`src/rtl/lcd_frame_if.sv`:
```
// lcd_frame_if: groups the frame request, string ROM and LCD bus signals of
// lcd_frame_tx.
//   begin_tx, index1, index2, cursor_pos : frame request from the menu controller
//   lcd_done                             : high while the transmitter is idle
//   rom_addr / rom_data                  : synchronous string ROM (1 clk latency)
//   lcd_rs, lcd_rw, lcd_en, lcd_data     : HD44780 8-bit parallel bus
// slave  : the lcd_frame_tx side
// master : the environment (controller, ROM, LCD)
interface lcd_frame_if;
  logic       begin_tx;
  logic [4:0] index1;
  logic [4:0] index2;
  logic [7:0] cursor_pos;
  logic       lcd_done;
  logic [8:0] rom_addr;
  logic [7:0] rom_data;
  logic       lcd_rs;
  logic       lcd_rw;
  logic       lcd_en;
  logic [7:0] lcd_data;

  modport slave (
    input  begin_tx, index1, index2, cursor_pos, rom_data,
    output lcd_done, rom_addr, lcd_rs, lcd_rw, lcd_en, lcd_data
  );

  modport master (
    output begin_tx, index1, index2, cursor_pos, rom_data,
    input  lcd_done, rom_addr, lcd_rs, lcd_rw, lcd_en, lcd_data
  );
endinterface

```
`src/rtl/lcd_frame_tx.sv`:
```
// lcd_frame_tx: runs the HD44780 power-up/init sequence, then on request
// writes two 16-character strings fetched from a string ROM plus a selection
// marker at cursor_pos. Identical repeated requests are suppressed.
//   clk   : system clock
//   reset : synchronous, active-high
//   bus   : lcd_frame_if.slave (request, ROM port, LCD bus, lcd_done)
//
// state  | meaning
// PWR    | power-up delay after reset
// IDLE   | lcd_done = 1, waiting for a new request
// FETCH0 | rom_addr driven for the next character
// FETCH1 | ROM data valid, captured into the byte register
// SETUP  | lcd_rs / lcd_data presented, lcd_en low
// EN     | lcd_en high
// WAIT   | lcd_en low, LCD busy time
module lcd_frame_tx #(
  parameter int unsigned POWERUP_CYCLES    = 1000000,
  parameter int unsigned EN_CYCLES         = 25,
  parameter int unsigned CMD_WAIT_CYCLES   = 2500,
  parameter int unsigned CLEAR_WAIT_CYCLES = 100000,
  parameter logic [7:0]  MARKER            = 8'h3E
) (
  input  logic        clk,
  input  logic        reset,
  lcd_frame_if.slave  bus
);

  localparam logic [2:0] S_PWR    = 3'd0;
  localparam logic [2:0] S_IDLE   = 3'd1;
  localparam logic [2:0] S_FETCH0 = 3'd2;
  localparam logic [2:0] S_FETCH1 = 3'd3;
  localparam logic [2:0] S_SETUP  = 3'd4;
  localparam logic [2:0] S_EN     = 3'd5;
  localparam logic [2:0] S_WAIT   = 3'd6;

  localparam logic [19:0] PWR_LD = 20'(POWERUP_CYCLES);
  localparam logic [19:0] EN_LD  = 20'(EN_CYCLES);
  localparam logic [19:0] CMD_LD = 20'(CMD_WAIT_CYCLES);
  localparam logic [19:0] CLR_LD = 20'(CLEAR_WAIT_CYCLES);

  logic [2:0]  state_q, state_d;
  logic [19:0] cnt_q, cnt_d;
  logic [5:0]  step_q, step_d;
  logic        init_q, init_d;
  // request packing: {index1, index2, cursor_pos[6:0]}
  logic [16:0] lat_q, lat_d;
  logic [16:0] last_q, last_d;
  logic        last_valid_q, last_valid_d;
  logic        done_q, done_d;
  logic        rs_q, rs_d;
  logic        en_q, en_d;
  logic [7:0]  data_q, data_d;
  logic [8:0]  addr_q, addr_d;

  logic [16:0] req;
  logic [5:0]  nxt;
  logic [5:0]  col1;
  logic [5:0]  col2;

  assign req  = {bus.index1, bus.index2, bus.cursor_pos[6:0]};
  assign nxt  = step_q + 6'd1;
  assign col1 = nxt - 6'd1;
  assign col2 = nxt - 6'd18;

  always_comb begin
    state_d      = state_q;
    cnt_d        = cnt_q;
    step_d       = step_q;
    init_d       = init_q;
    lat_d        = lat_q;
    last_d       = last_q;
    last_valid_d = last_valid_q;
    rs_d         = rs_q;
    en_d         = en_q;
    data_d       = data_q;
    addr_d       = addr_q;

    case (state_q)
      S_PWR: begin
        if (cnt_q == 20'd1) begin
          init_d  = 1'b1;
          step_d  = 6'd0;
          rs_d    = 1'b0;
          data_d  = 8'h38;
          state_d = S_SETUP;
        end else begin
          cnt_d = cnt_q - 20'd1;
        end
      end
      S_IDLE: begin
        if (bus.begin_tx && (!last_valid_q || (req != last_q))) begin
          lat_d   = req;
          init_d  = 1'b0;
          step_d  = 6'd0;
          rs_d    = 1'b0;
          data_d  = 8'h80;
          state_d = S_SETUP;
        end
      end
      S_FETCH0: state_d = S_FETCH1;
      S_FETCH1: begin
        data_d  = bus.rom_data;
        rs_d    = 1'b1;
        state_d = S_SETUP;
      end
      S_SETUP: begin
        en_d    = 1'b1;
        cnt_d   = EN_LD;
        state_d = S_EN;
      end
      S_EN: begin
        if (cnt_q == 20'd1) begin
          en_d    = 1'b0;
          // only the clear command needs the long busy time
          cnt_d   = (!rs_q && (data_q == 8'h01)) ? CLR_LD : CMD_LD;
          state_d = S_WAIT;
        end else begin
          cnt_d = cnt_q - 20'd1;
        end
      end
      S_WAIT: begin
        if (cnt_q != 20'd1) begin
          cnt_d = cnt_q - 20'd1;
        end else if (init_q) begin
          if (step_q == 6'd3) begin
            state_d = S_IDLE;
          end else begin
            step_d  = nxt;
            state_d = S_SETUP;
            case (nxt[1:0])
              2'd1:    data_d = 8'h0C;
              2'd2:    data_d = 8'h06;
              2'd3:    data_d = 8'h01;
              default: data_d = 8'h38;
            endcase
          end
        end else if (step_q == 6'd35) begin
          last_d       = lat_q;
          last_valid_d = 1'b1;
          state_d      = S_IDLE;
        end else begin
          step_d = nxt;
          if (nxt == 6'd17) begin
            rs_d    = 1'b0;
            data_d  = 8'hC0;
            state_d = S_SETUP;
          end else if (nxt == 6'd34) begin
            rs_d    = 1'b0;
            data_d  = {1'b1, lat_q[6:0]};
            state_d = S_SETUP;
          end else if (nxt == 6'd35) begin
            rs_d    = 1'b1;
            data_d  = MARKER;
            state_d = S_SETUP;
          end else begin
            state_d = S_FETCH0;
            if (nxt <= 6'd16) addr_d = {lat_q[16:12], col1[3:0]};
            else              addr_d = {lat_q[11:7],  col2[3:0]};
          end
        end
      end
      default: begin
        state_d = S_PWR;
        cnt_d   = PWR_LD;
      end
    endcase

    done_d = (state_d == S_IDLE);
  end

  always_ff @(posedge clk) begin
    if (reset) begin
      state_q      <= S_PWR;
      cnt_q        <= PWR_LD;
      step_q       <= 6'd0;
      init_q       <= 1'b0;
      lat_q        <= '0;
      last_q       <= '0;
      last_valid_q <= 1'b0;
      done_q       <= 1'b0;
      rs_q         <= 1'b0;
      en_q         <= 1'b0;
      data_q       <= 8'h00;
      addr_q       <= 9'h000;
    end else begin
      state_q      <= state_d;
      cnt_q        <= cnt_d;
      step_q       <= step_d;
      init_q       <= init_d;
      lat_q        <= lat_d;
      last_q       <= last_d;
      last_valid_q <= last_valid_d;
      done_q       <= done_d;
      rs_q         <= rs_d;
      en_q         <= en_d;
      data_q       <= data_d;
      addr_q       <= addr_d;
    end
  end

  assign bus.lcd_done = done_q;
  assign bus.rom_addr = addr_q;
  assign bus.lcd_rs   = rs_q;
  assign bus.lcd_rw   = 1'b0;
  assign bus.lcd_en   = en_q;
  assign bus.lcd_data = data_q;

endmodule

```
`src/flat_wrapper.sv`:
```
// flat-port wrapper written by rule: the top's interface ports become plain ports
module lcd_frame_tx_flat 
#(
  parameter int unsigned POWERUP_CYCLES    = 1000000,
  parameter int unsigned EN_CYCLES         = 25,
  parameter int unsigned CMD_WAIT_CYCLES   = 2500,
  parameter int unsigned CLEAR_WAIT_CYCLES = 100000,
  parameter logic [7:0]  MARKER            = 8'h3E
)
  (clk, reset, bus_begin_tx, bus_index1, bus_index2, bus_cursor_pos, bus_rom_data, bus_lcd_done, bus_rom_addr, bus_lcd_rs, bus_lcd_rw, bus_lcd_en, bus_lcd_data);
  lcd_frame_if bus_i ();
  input  logic clk;
  input  logic reset;
  input wire logic [$bits(bus_i.begin_tx)-1:0] bus_begin_tx;
  input wire logic [$bits(bus_i.index1)-1:0] bus_index1;
  input wire logic [$bits(bus_i.index2)-1:0] bus_index2;
  input wire logic [$bits(bus_i.cursor_pos)-1:0] bus_cursor_pos;
  input wire logic [$bits(bus_i.rom_data)-1:0] bus_rom_data;
  output wire logic [$bits(bus_i.lcd_done)-1:0] bus_lcd_done;
  output wire logic [$bits(bus_i.rom_addr)-1:0] bus_rom_addr;
  output wire logic [$bits(bus_i.lcd_rs)-1:0] bus_lcd_rs;
  output wire logic [$bits(bus_i.lcd_rw)-1:0] bus_lcd_rw;
  output wire logic [$bits(bus_i.lcd_en)-1:0] bus_lcd_en;
  output wire logic [$bits(bus_i.lcd_data)-1:0] bus_lcd_data;
  assign bus_i.begin_tx = bus_begin_tx;
  assign bus_i.index1 = bus_index1;
  assign bus_i.index2 = bus_index2;
  assign bus_i.cursor_pos = bus_cursor_pos;
  assign bus_i.rom_data = bus_rom_data;
  assign bus_lcd_done = bus_i.lcd_done;
  assign bus_rom_addr = bus_i.rom_addr;
  assign bus_lcd_rs = bus_i.lcd_rs;
  assign bus_lcd_rw = bus_i.lcd_rw;
  assign bus_lcd_en = bus_i.lcd_en;
  assign bus_lcd_data = bus_i.lcd_data;
  lcd_frame_tx #(.POWERUP_CYCLES(POWERUP_CYCLES), .EN_CYCLES(EN_CYCLES), .CMD_WAIT_CYCLES(CMD_WAIT_CYCLES), .CLEAR_WAIT_CYCLES(CLEAR_WAIT_CYCLES), .MARKER(MARKER)) u_core (.clk(clk), .reset(reset), .bus(bus_i));
endmodule
```
`config.mk`:
```
export PLATFORM = sky130hd
export DESIGN_NAME = lcd_frame_tx_flat
export DESIGN_NICKNAME = d
export VERILOG_FILES = /design/src/rtl/lcd_frame_if.sv /design/src/rtl/lcd_frame_tx.sv /design/src/flat_wrapper.sv
export SDC_FILE = /design/constraint.sdc
export NUM_CORES = 1
export LEC_CHECK = 0
export ABC_AREA = 1
export CORE_MARGIN = 2
export CORE_UTILIZATION = 62
export DETAILED_ROUTE_END_ITERATION = 8
export GPL_TIMING_DRIVEN = 0
export PLACE_DENSITY = 0.86
export RECOVER_POWER = 100
export SKIP_LAST_GASP = 1
export SLEW_MARGIN = 20
export SYNTH_ARGS = -nofsm -noshare
export SYNTH_HDL_FRONTEND = slang
export SYNTH_SLANG_ARGS = --single-unit
```
`constraint.sdc`:
```
create_clock -name clk -period 3.7 [get_ports clk]
set_input_delay 0.925 -clock clk [delete_from_list [all_inputs] [get_ports clk]]
set_output_delay 0.925 -clock clk [all_outputs]
set_load 0.01 [all_outputs]
```
==> impl_metrics.ini, run 1 <==
[run_status]
status = finished, final reports clean

[setup_path]
arrival_ns = 3.37
path_delay_family = buffers and inverters
cp.buffers_inverters = 4
critical_path_class = primary input to flip-flop
cp-end-kind = flip-flop
cp_cell_sequence = dlygate4sd3_1 > inv_1 > nand2_1 > o21ai_0 > nor2_1 > nand2_1 > nor2_1 > nand3_1 > nand2_1 > inv_1 > nand2_1 > clkbuf_1 > nand2_1 > a21oi_1
cpMostUsedCell = nand2_1
slowest_stage = dlygate4sd3_1
required_ns = 3.99
cp-start-kind = primary input
cpPeakStageDelay_ns = 0.58
cp_max_fo = 10

[cells_and_area]
instances_no_fill = 902
regArea_mm2 = 0.00170
multi_input_area_mm2 = 0.00274
post-route-util_pct = 74.1
layout-drive-gt1-share_pct = 7.51
area_delta_synth_final_pct = 15.6
fin_nets = 831
num-fill-cells = 615

[floorplan]
ioPinCount = 50
core_region_area_mm2 = 0.00773
dieWidth_um = 93.4
dieArea_mm2 = 0.00872
rows = 32
start_util_pct = 64.1
dieHeight_um = 93.4

[global_route]
antenna_found_initial = 0
grt_use_total_pct = 34.6
overflow = 0
grt_pass1_vias = 4933
grt_pass1_wl_um = 23800
grt_start_max_net_pins = 17

[detailed_routing]
dr_total_vias = 5187
drt_iter0_drc = 442
firstDrtPassIters = 6
post_drt_via_cell_ratio = 5.75
drtAntennaViolNets = 0
wire_per_inst_um = 15.9
drcViolationCount = 0
wirelength_um = 14300

[place]
gp_congestion = 0.945
dp_cells = 885
detailedPlacementHpwl_um = 10700
io_buffers = 47

[sta]
setup_viol = 0
grt_setup_unrepaired = no
fin_tns_setup_ns = 0
worstMarginPinSlew_ns = 0.691
post-route-period-util_pct = 83.2
finClkSkew_ns = 0.0102
fmax_ghz = 0.325
slew_violations = 0
min_period_ns = 3.08
hold_viol = 0
slew-limit-headroom_pct = 53.4

[power]
p_leak_nw = 2.44
ir_drop_mv = 0.294
powerDensity_mw_per_mm2 = 356

[synth]
synthCells = 736
ys_seq_area_share_pct = 34.4
syn-cell-area_mm2 = 0.00495
avgSynthCellArea_um2 = 6.73
synth_cell_type_count = 40
syn_nets = 773
ys_ff_latch = 85
yosysWarnings = 0

[cts]
cts_made_buffers = 9
root_buffer = clkbuf_8
ctsHoldBuffers = 0
clock_path_buffers = 2
cts.sinks = 85
cts_tree = yes
clk_pin_slew_ns = 0.09
postCtsSetupRepairBufs = 0
htree_levels = 3
clk_latency_ns = 0.37
cts_resized = 0

[worst_hold_path]
hp-class = flip-flop to flip-flop

[job]
drv_cap = 0
[synthesized netlist by cell type (all sizes together)]
master  instances  area [um^2]
clkinv          1         3.75
a21oi          65          329
or2             5         31.3
a31oi          11         68.8
a22oi           1         7.51
nand4          11         81.3
o21ai          79          399
clkbuf         10         37.5
inv            92          345
xnor2           7         61.3
ha              8          100
dfxtp          85         1700
nor3            9         72.6
o211ai          2         15.0
conb            1         3.75
nand2         171          667
o31ai           1         7.51
nor2          100          499
nand3b          4         30.0
and3            1         6.26
xor2           13          114
buf            10         58.8
nand3          49          313
[cell usage in the layout (no fill, tap or decap), types with 2 or more instances in the layout]
cell and n:
ha_1 8, a31oi_1 11, nor2_4 6, a21oi_1 64, nor3_1 7, o21ai_1 3
nand3_1 41, buf_2 3, nand4_2 2, nand2_1 166, inv_2 5, nand2_4 2
inv_1 86, dlygate4sd3_1 22, xor2_1 13, clkinv_1 2, clkdlybuf4s50_1 25, clkbuf_1 16
dfxtp_1 85, bufinv_16 3, nor3_4 2, nor2_2 6, inv_6 3, nor2_1 87
nand3b_1 4, clkbuf_8 9, or2_0 2, o21ai_0 75, nand4_1 9, nand3_4 2
xnor2_1 7, nand2_2 3, nand3_2 6, o211ai_1 2, or2_2 3
[final timing paths]
path,depth (start not counted),from,end,slack (ns)
setup / recovery,14,bus_index2[4],u_core.lat_q[10]$_SDFFE_PP0P_,0.62
setup reg to reg,10,u_core.cnt_q[1]$_SDFFE_PP0P_,u_core.cnt_q[13]$_SDFFE_PP0P_,0.78
hold / removal,2,u_core.bus.lcd_en$_SDFFE_PP0P_,u_core.bus.lcd_en$_SDFFE_PP0P_,0.47
hold reg to reg,2,u_core.bus.lcd_en$_SDFFE_PP0P_,u_core.bus.lcd_en$_SDFFE_PP0P_,0.47
[layer usage]
layer / vias to the layer above / part of all wire [%] / GRT usage [%]
met2: 293 / 45 / 53.8
met3: 27 / 9.4 / 5.00
met1: 2367 / 43 / 48.6
li1: 2500 / - / -
met5: - / 0 / 0
met4: 0 / 2.0 / 13.1
[per-stage QoR]
stage | area, um^2 | total power [W] | hold slack (ns) | setup WS (ns)
2_1_floorplan | 4950 | 0.00114 | 0.434 | 1.59
3_3_place_gp | 5550 | 0.00121 | 0.447 | 0.597
3_5_place_dp | 5550 | 0.00122 | 0.456 | 0.579
4_1_cts | 5800 | 0.00203 | 0.469 | 0.914
5_1_grt | 5720 | 0.00211 | 0.476 | 0.339
6_report | 5720 | 0.00204 | 0.470 | 0.621
[tightest hold or removal path: cells and delay by family, from the launching register on]
family,cells,cell delay [ns]
and+or+nand+nor,1,0.06
AOI/OAI and AO/OA,1,0.05
DFF,1,0.32
[power by group]
| group | switching, W | internal, W | total, W |
|---|---|---|---|
| sequential | 0.0000267 | 0.000937 | 0.000964 |
| clock | 0.000381 | 0.000461 | 0.000842 |
| combinational | 0.000136 | 0.0000971 | 0.000233 |
[cells by family (layout without fill, tap and decap cells)]
kind of cell	Yosys count	in the layout	synth area share, %
DFF	85	85	34.4
AOI/OAI and AO/OA	159	159	16.7
other	1	2	0.0757
xor gates and xnor gates	20	20	3.54
buffers and inverters	113	176	8.99
adders and majority gates	8	8	2.02
and+or+nand+nor	350	350	34.3
[registers in the layout, indices dropped and copies added (netlist names)]
signal               flops
u_core.bus.lcd_rs        1
u_core.step_q            6
u_core.bus.lcd_data      8
u_core.state_q           3
u_core.lat_q            17
u_core.bus.rom_addr      9
u_core.bus.lcd_en        1
u_core.last_q           17
u_core.cnt_q            20
u_core.bus.lcd_done      1
u_core.init_q            1
u_core.last_valid_q      1
[cell type report]
class,count,area share [%]
inverter,93,6.10
antenna,1,0.0437
multi-input combinational,538,47.8
clock inverter,7,2.23
timing repair buffer,47,8.22
tap,102,2.23
clock buffer,9,2.16
buffer,20,1.44
sequential,85,29.7
Power figures use the tool's default switching activity.
==> inputs of run 2 (changes only) <==
--- a/config.mk
+++ b/config.mk
@@ -7,10 +7,10 @@
 export LEC_CHECK = 0
 export ABC_AREA = 1
 export CORE_MARGIN = 2
-export CORE_UTILIZATION = 62
+export CORE_UTILIZATION = 52
 export DETAILED_ROUTE_END_ITERATION = 8
 export GPL_TIMING_DRIVEN = 0
-export PLACE_DENSITY = 0.86
+export PLACE_DENSITY = 0.77
 export RECOVER_POWER = 100
 export SKIP_LAST_GASP = 1
 export SLEW_MARGIN = 20
==> constraint.sdc (replaced) <==
create_clock -name clk -period 2.83 [get_ports clk]
set_input_delay 0.7075 -clock clk [delete_from_list [all_inputs] [get_ports clk]]
set_output_delay 0.7075 -clock clk [all_outputs]
set_load 0.01 [all_outputs]
==> run 2 against run 1 <==
Effect of this change: hold slack gained 0.0020 ns; register-to-register slack lost 0.55 ns; total power up 27%; critical path depth is 5 lower; worst setup slack lost 0.39 ns; combinational power increased by 28%; wire length decreased by 4.0%; first-iteration DRC count is 18% lower; clock power rose by 21%.
==> impl_metrics.ini, run 2 (synthesized netlist as in run 1, its figures left out) <==
[power]
comb_power_share_pct = 11.5
p_int_w = 0.00188
clock_power_share_pct = 39.6
ir_drop_mv = 0.353
p_leak_nw = 2.43
power_switching_w = 0.000696
swShare_pct = 27.0
power_w = 0.00258
powerDensity_mw_per_mm2 = 449
pwr-share-seq_pct = 48.8

[detailed_routing]
drt_iter0_drc = 362
drtAntennaViolNets = 0
post_drt_via_cell_ratio = 5.51
wire_per_inst_um = 14.8
firstDrtPassIters = 5
drcViolationCount = 0
wirelength_um = 13700
dr_total_vias = 5112

[sta]
post-route-period-util_pct = 91.9
slew-limit-headroom_pct = 58.6
hold_viol = 0
grt_setup_unrepaired = no
slew_violations = 0
holdWs_ns = 0.472
worstMarginPinSlew_ns = 0.621
setup_viol = 0
fin_tns_setup_ns = 0
finClkSkew_ns = 0.0132
min_period_ns = 2.60
fmax_ghz = 0.384

[cells_and_area]
top_regs = u_core.cnt_q (20), u_core.last_q (17), u_core.lat_q (17)
num-fill-cells = 864
top_register = u_core.cnt_q
multi_input_area_mm2 = 0.00275
largest_reg_flops = 20
mostFrequentLayoutCells = nand2_1 (165), inv_1 (85), dfxtp_1 (85), nor2_1 (84), o21ai_0 (74)
area_delta_synth_final_pct = 16.1
instances_no_fill = 928
regArea_mm2 = 0.00170
layout-drive-gt1-share_pct = 8.51
fin_nets = 831
final_common_cell = nand2_1
n_antenna_cell = 0

[global_route]
grt_start_max_net_pins = 16
overflow = 0
grt_pass1_wl_um = 22500
antenna_found_initial = 0
grt_pass1_vias = 4769
grt_use_total_pct = 27.6

[cts]
clk_latency_ns = 0.37
postCtsSetupRepairBufs = 0
cts_tree = yes
clock_path_buffers = 2
cts_made_buffers = 9
clk_pin_slew_ns = 0.10
cts.sinks = 85
root_buffer = clkbuf_8
cts_resized = 0
htree_levels = 3
ctsHoldBuffers = 0

[floorplan]
dieWidth_um = 102
ioPinCount = 50
start_util_pct = 53.6
rows = 35
core_region_area_mm2 = 0.00924
dieHeight_um = 102
dieArea_mm2 = 0.0103

[setup_path]
critical_path_class = flip-flop to flip-flop
required_ns = 3.07
cp-start-kind = flip-flop
arrival_ns = 2.84
cp-end-kind = flip-flop
cp_max_fo = 9

[place]
detailedPlacementHpwl_um = 10200
gp_congestion = 0.940
dp_cells = 912
io_buffers = 47

[job]
drv_cap = 0

[run_status]
status = finished, final reports clean

[worst_hold_path]
hp-class = flip-flop to flip-flop
run 2: cell count changes in the layout (fill, tap and decap cells not counted), moves of 2 or more:
cell      previous run  this run
inv_2                5         7
inv_6                3         1
nor2_1              87        84
buf_2                3         5
clkbuf_1            16        12
nor2_2               6         8
run 2: metrics by stage:
stage	util (%)	setup slack [ns]	instance area (um^2)
detailed placement	60.4	-0.104	5590
global route	62.3	0.0925	5750
floorplan	-	0.938	4950
finish	62.3	0.229	5750
CTS	63.0	0.261	5820
global placement	60.4	-0.0531	5590
run 2: final timing paths:
check	startpoint	endpoint	slack (ns)	depth (start not counted)
worst max-delay path	u_core.state_q[0]$_SDFF_PP0_	u_core.cnt_q[13]$_SDFFE_PP0P_	0.23	9
worst min-delay path	u_core.bus.lcd_en$_SDFFE_PP0P_	u_core.bus.lcd_en$_SDFFE_PP0P_	0.47	2
worst max register to register	u_core.state_q[0]$_SDFF_PP0_	u_core.cnt_q[13]$_SDFFE_PP0P_	0.23	9
worst min register to register	u_core.bus.lcd_en$_SDFFE_PP0P_	u_core.bus.lcd_en$_SDFFE_PP0P_	0.47	2
run 2: area by class of cell:
cell class,count,area share [%]
Clock inverter,6,1.63
Sequential cell,85,29.6
Buffer,20,1.63
Inverter,93,6.07
Timing Repair Buffer,47,8.18
Clock buffer,10,2.39
Multi-Input combinational cell,538,47.7
Tap cell,129,2.81
run 2: routing by layer:
layer  vias up  GRT usage, %  routed length [um]
met5         -             0                   0
met4         0          12.5                 367
met3        39          3.38                 943
met2       213          45.6                6460
met1      2352          36.1                5970
li1       2508             -                   -
run 2: power groups by stage:
stage,registers [W],logic (W),clock network [W]
after global routing,0.00126,0.000330,0.00108
after floorplan,0.00128,0.000206,0
after global placement,0.00129,0.000290,0
after detailed placement,0.00129,0.000296,0
final,0.00126,0.000298,0.00102
after CTS,0.00126,0.000298,0.00103
run 2: worst max-delay path: stages (launching register included):
cell and delay, ns:
dfxtp_1 0.42, inv_2 0.08, nand3_2 0.14, inv_1 0.15, nor2_1 0.29, nor2_1 0.14, nor2_2 0.35, inv_1 0.27
o21ai_0 0.52, nor2_1 0.11
==> inputs of run 3 (changes only) <==
--- a/config.mk
+++ b/config.mk
@@ -10,7 +10,8 @@
 export CORE_UTILIZATION = 52
 export DETAILED_ROUTE_END_ITERATION = 8
 export GPL_TIMING_DRIVEN = 0
-export PLACE_DENSITY = 0.77
+export HOLD_SLACK_MARGIN = 0.08
+export PLACE_DENSITY = 0.8
 export RECOVER_POWER = 100
 export SKIP_LAST_GASP = 1
 export SLEW_MARGIN = 20
==> run 3 against run 2 <==
Effect of this change: non-clock buffer count unchanged; global-route usage down 0.34 points; highest routed layer unchanged; worst setup slack lost 0.0081 ns; wire length decreased by 2.4%; first-iteration DRC count up 7.7%; combinational power is essentially flat; core utilization decreased by 0.068 points; sequential cell count unchanged.
==> impl_metrics.ini, run 3 (synthesized netlist as in run 1, its figures left out) <==
[floorplan]
start_util_pct = 53.6
rows = 35
dieHeight_um = 102
dieWidth_um = 102
ioPinCount = 50
core_region_area_mm2 = 0.00924
dieArea_mm2 = 0.0103

[cts]
cts.sinks = 85
clk_latency_ns = 0.35
cts_resized = 0
cts_tree = yes
clock_path_buffers = 2
postCtsSetupRepairBufs = 0
htree_levels = 3
clk_pin_slew_ns = 0.09
cts_made_buffers = 9
root_buffer = clkbuf_8
ctsHoldBuffers = 0

[place]
io_buffers = 47
detailedPlacementHpwl_um = 10200
gp_congestion = 0.922
place_area_mm2 = 0.00559

[job]
drv_cap = 0

[sta]
grt_setup_unrepaired = no
fmax_ghz = 0.383
setup_viol = 0
fin_tns_setup_ns = 0
slew_violations = 0
hold_viol = 0
slew-limit-headroom_pct = 57.4
worstMarginPinSlew_ns = 0.639
holdWs_ns = 0.468
finClkSkew_ns = 0.00746
post-route-period-util_pct = 92.2
min_period_ns = 2.61

[setup_path]
timing.rr.start = u_core.step_q[0]$_SDFFE_PP0P_
cp_max_fo = 9
critical_path_class = flip-flop to flip-flop
crit_start = u_core.step_q[0]$_SDFFE_PP0P_
arrival_ns = 2.87
cp-start-kind = flip-flop
cp-end-kind = flip-flop
required_ns = 3.09

[power]
swShare_pct = 26.5
clock_power_share_pct = 39.1
comb_power_share_pct = 11.7
power_w = 0.00256
power_switching_w = 0.000680
p_leak_nw = 2.42
pwr-share-seq_pct = 49.1
ir_drop_mv = 0.319
powerDensity_mw_per_mm2 = 446
p_int_w = 0.00188

[global_route]
overflow = 0
grt_start_max_net_pins = 16
grt_use_total_pct = 27.3
grt_pass1_vias = 4864
antenna_found_initial = 0
grt_pass1_wl_um = 22400

[cells_and_area]
mostFrequentLayoutCells = nand2_1 (164), inv_1 (87), nor2_1 (85), dfxtp_1 (85), o21ai_0 (73)
area_delta_synth_final_pct = 16.0
final_area_mm2 = 0.00575
largest_reg_flops = 20
regArea_mm2 = 0.00170
num-fill-cells = 833
final_common_cell = nand2_1
n_antenna_cell = 0
multi_input_area_mm2 = 0.00274
top_regs = u_core.cnt_q (20), u_core.last_q (17), u_core.lat_q (17)
top_register = u_core.cnt_q
layout-drive-gt1-share_pct = 8.39
fin_nets = 831

[detailed_routing]
drtAntennaViolNets = 0
post_drt_via_cell_ratio = 5.50
dr_total_vias = 5102
firstDrtPassIters = 5
drt_iter0_drc = 390
drcViolationCount = 0
wire_per_inst_um = 14.4
wirelength_um = 13400

[run_status]
status = finished, final reports clean

[worst_hold_path]
hp-class = flip-flop to flip-flop
hold_start = u_core.bus.lcd_en$_SDFFE_PP0P_
-- run 3: worst max-delay path, stage by stage, from the launching register on --
cell and delay (ns):
dfxtp_1 0.52, ha_1 0.31, nand2_1 0.09, nand2_2 0.17, nand4_2 0.11, nor2_1 0.35, nor2_1 0.24, nand3_4 0.11
nand3_2 0.17, nor2_8 0.19, inv_1 0.09, nor2_1 0.10, nor2_1 0.05
-- run 3: layer usage --
metal	track usage, %	up-vias	part of all wire [%]
li1	-	2499	-
met1	34.7	2348	42
met2	46.2	226	47
met3	3.38	29	7.8
met4	12.2	0	2.5
met5	0	-	0
-- run 3: final timing paths --
check	endpoint	slack, ns	cells past startpoint
max	u_core.bus.lcd_data[4]$_SDFFE_PP0P_	0.22	12
min	u_core.bus.lcd_en$_SDFFE_PP0P_	0.47	2
max reg2reg	u_core.bus.lcd_data[4]$_SDFFE_PP0P_	0.22	12
min reg2reg	u_core.bus.lcd_en$_SDFFE_PP0P_	0.47	2
-- run 3: final cells by class --
cell class | instances | share of cell area [%]
Clock inverter | 6 | 1.63
Tap cell | 129 | 2.81
Buffer | 20 | 1.63
Multi-Input combinational cell | 538 | 47.7
Clock buffer | 10 | 2.39
Sequential cell | 85 | 29.6
Inverter | 93 | 6.07
Timing Repair Buffer | 47 | 8.19
-- run 3: power groups by stage --
stage	Combinational [W]	Sequential, W	Clock (W)
6_report	0.000301	0.00126	0.00100
5_1_grt	0.000340	0.00127	0.00107
4_1_cts	0.000301	0.00126	0.00102
3_5_place_dp	0.000298	0.00129	0
3_3_place_gp	0.000293	0.00129	0
2_1_floorplan	0.000206	0.00128	0
-- run 3: metrics by stage --
stage                     std cells  setup WS, ns  utilization (%)
after detailed placement        912       -0.0827             60.4
after floorplan                 736         0.938                -
after global routing            928        0.0506             62.2
after global placement          912       -0.0578             60.4
after CTS                       928         0.252             63.0
final                           928         0.221             62.2
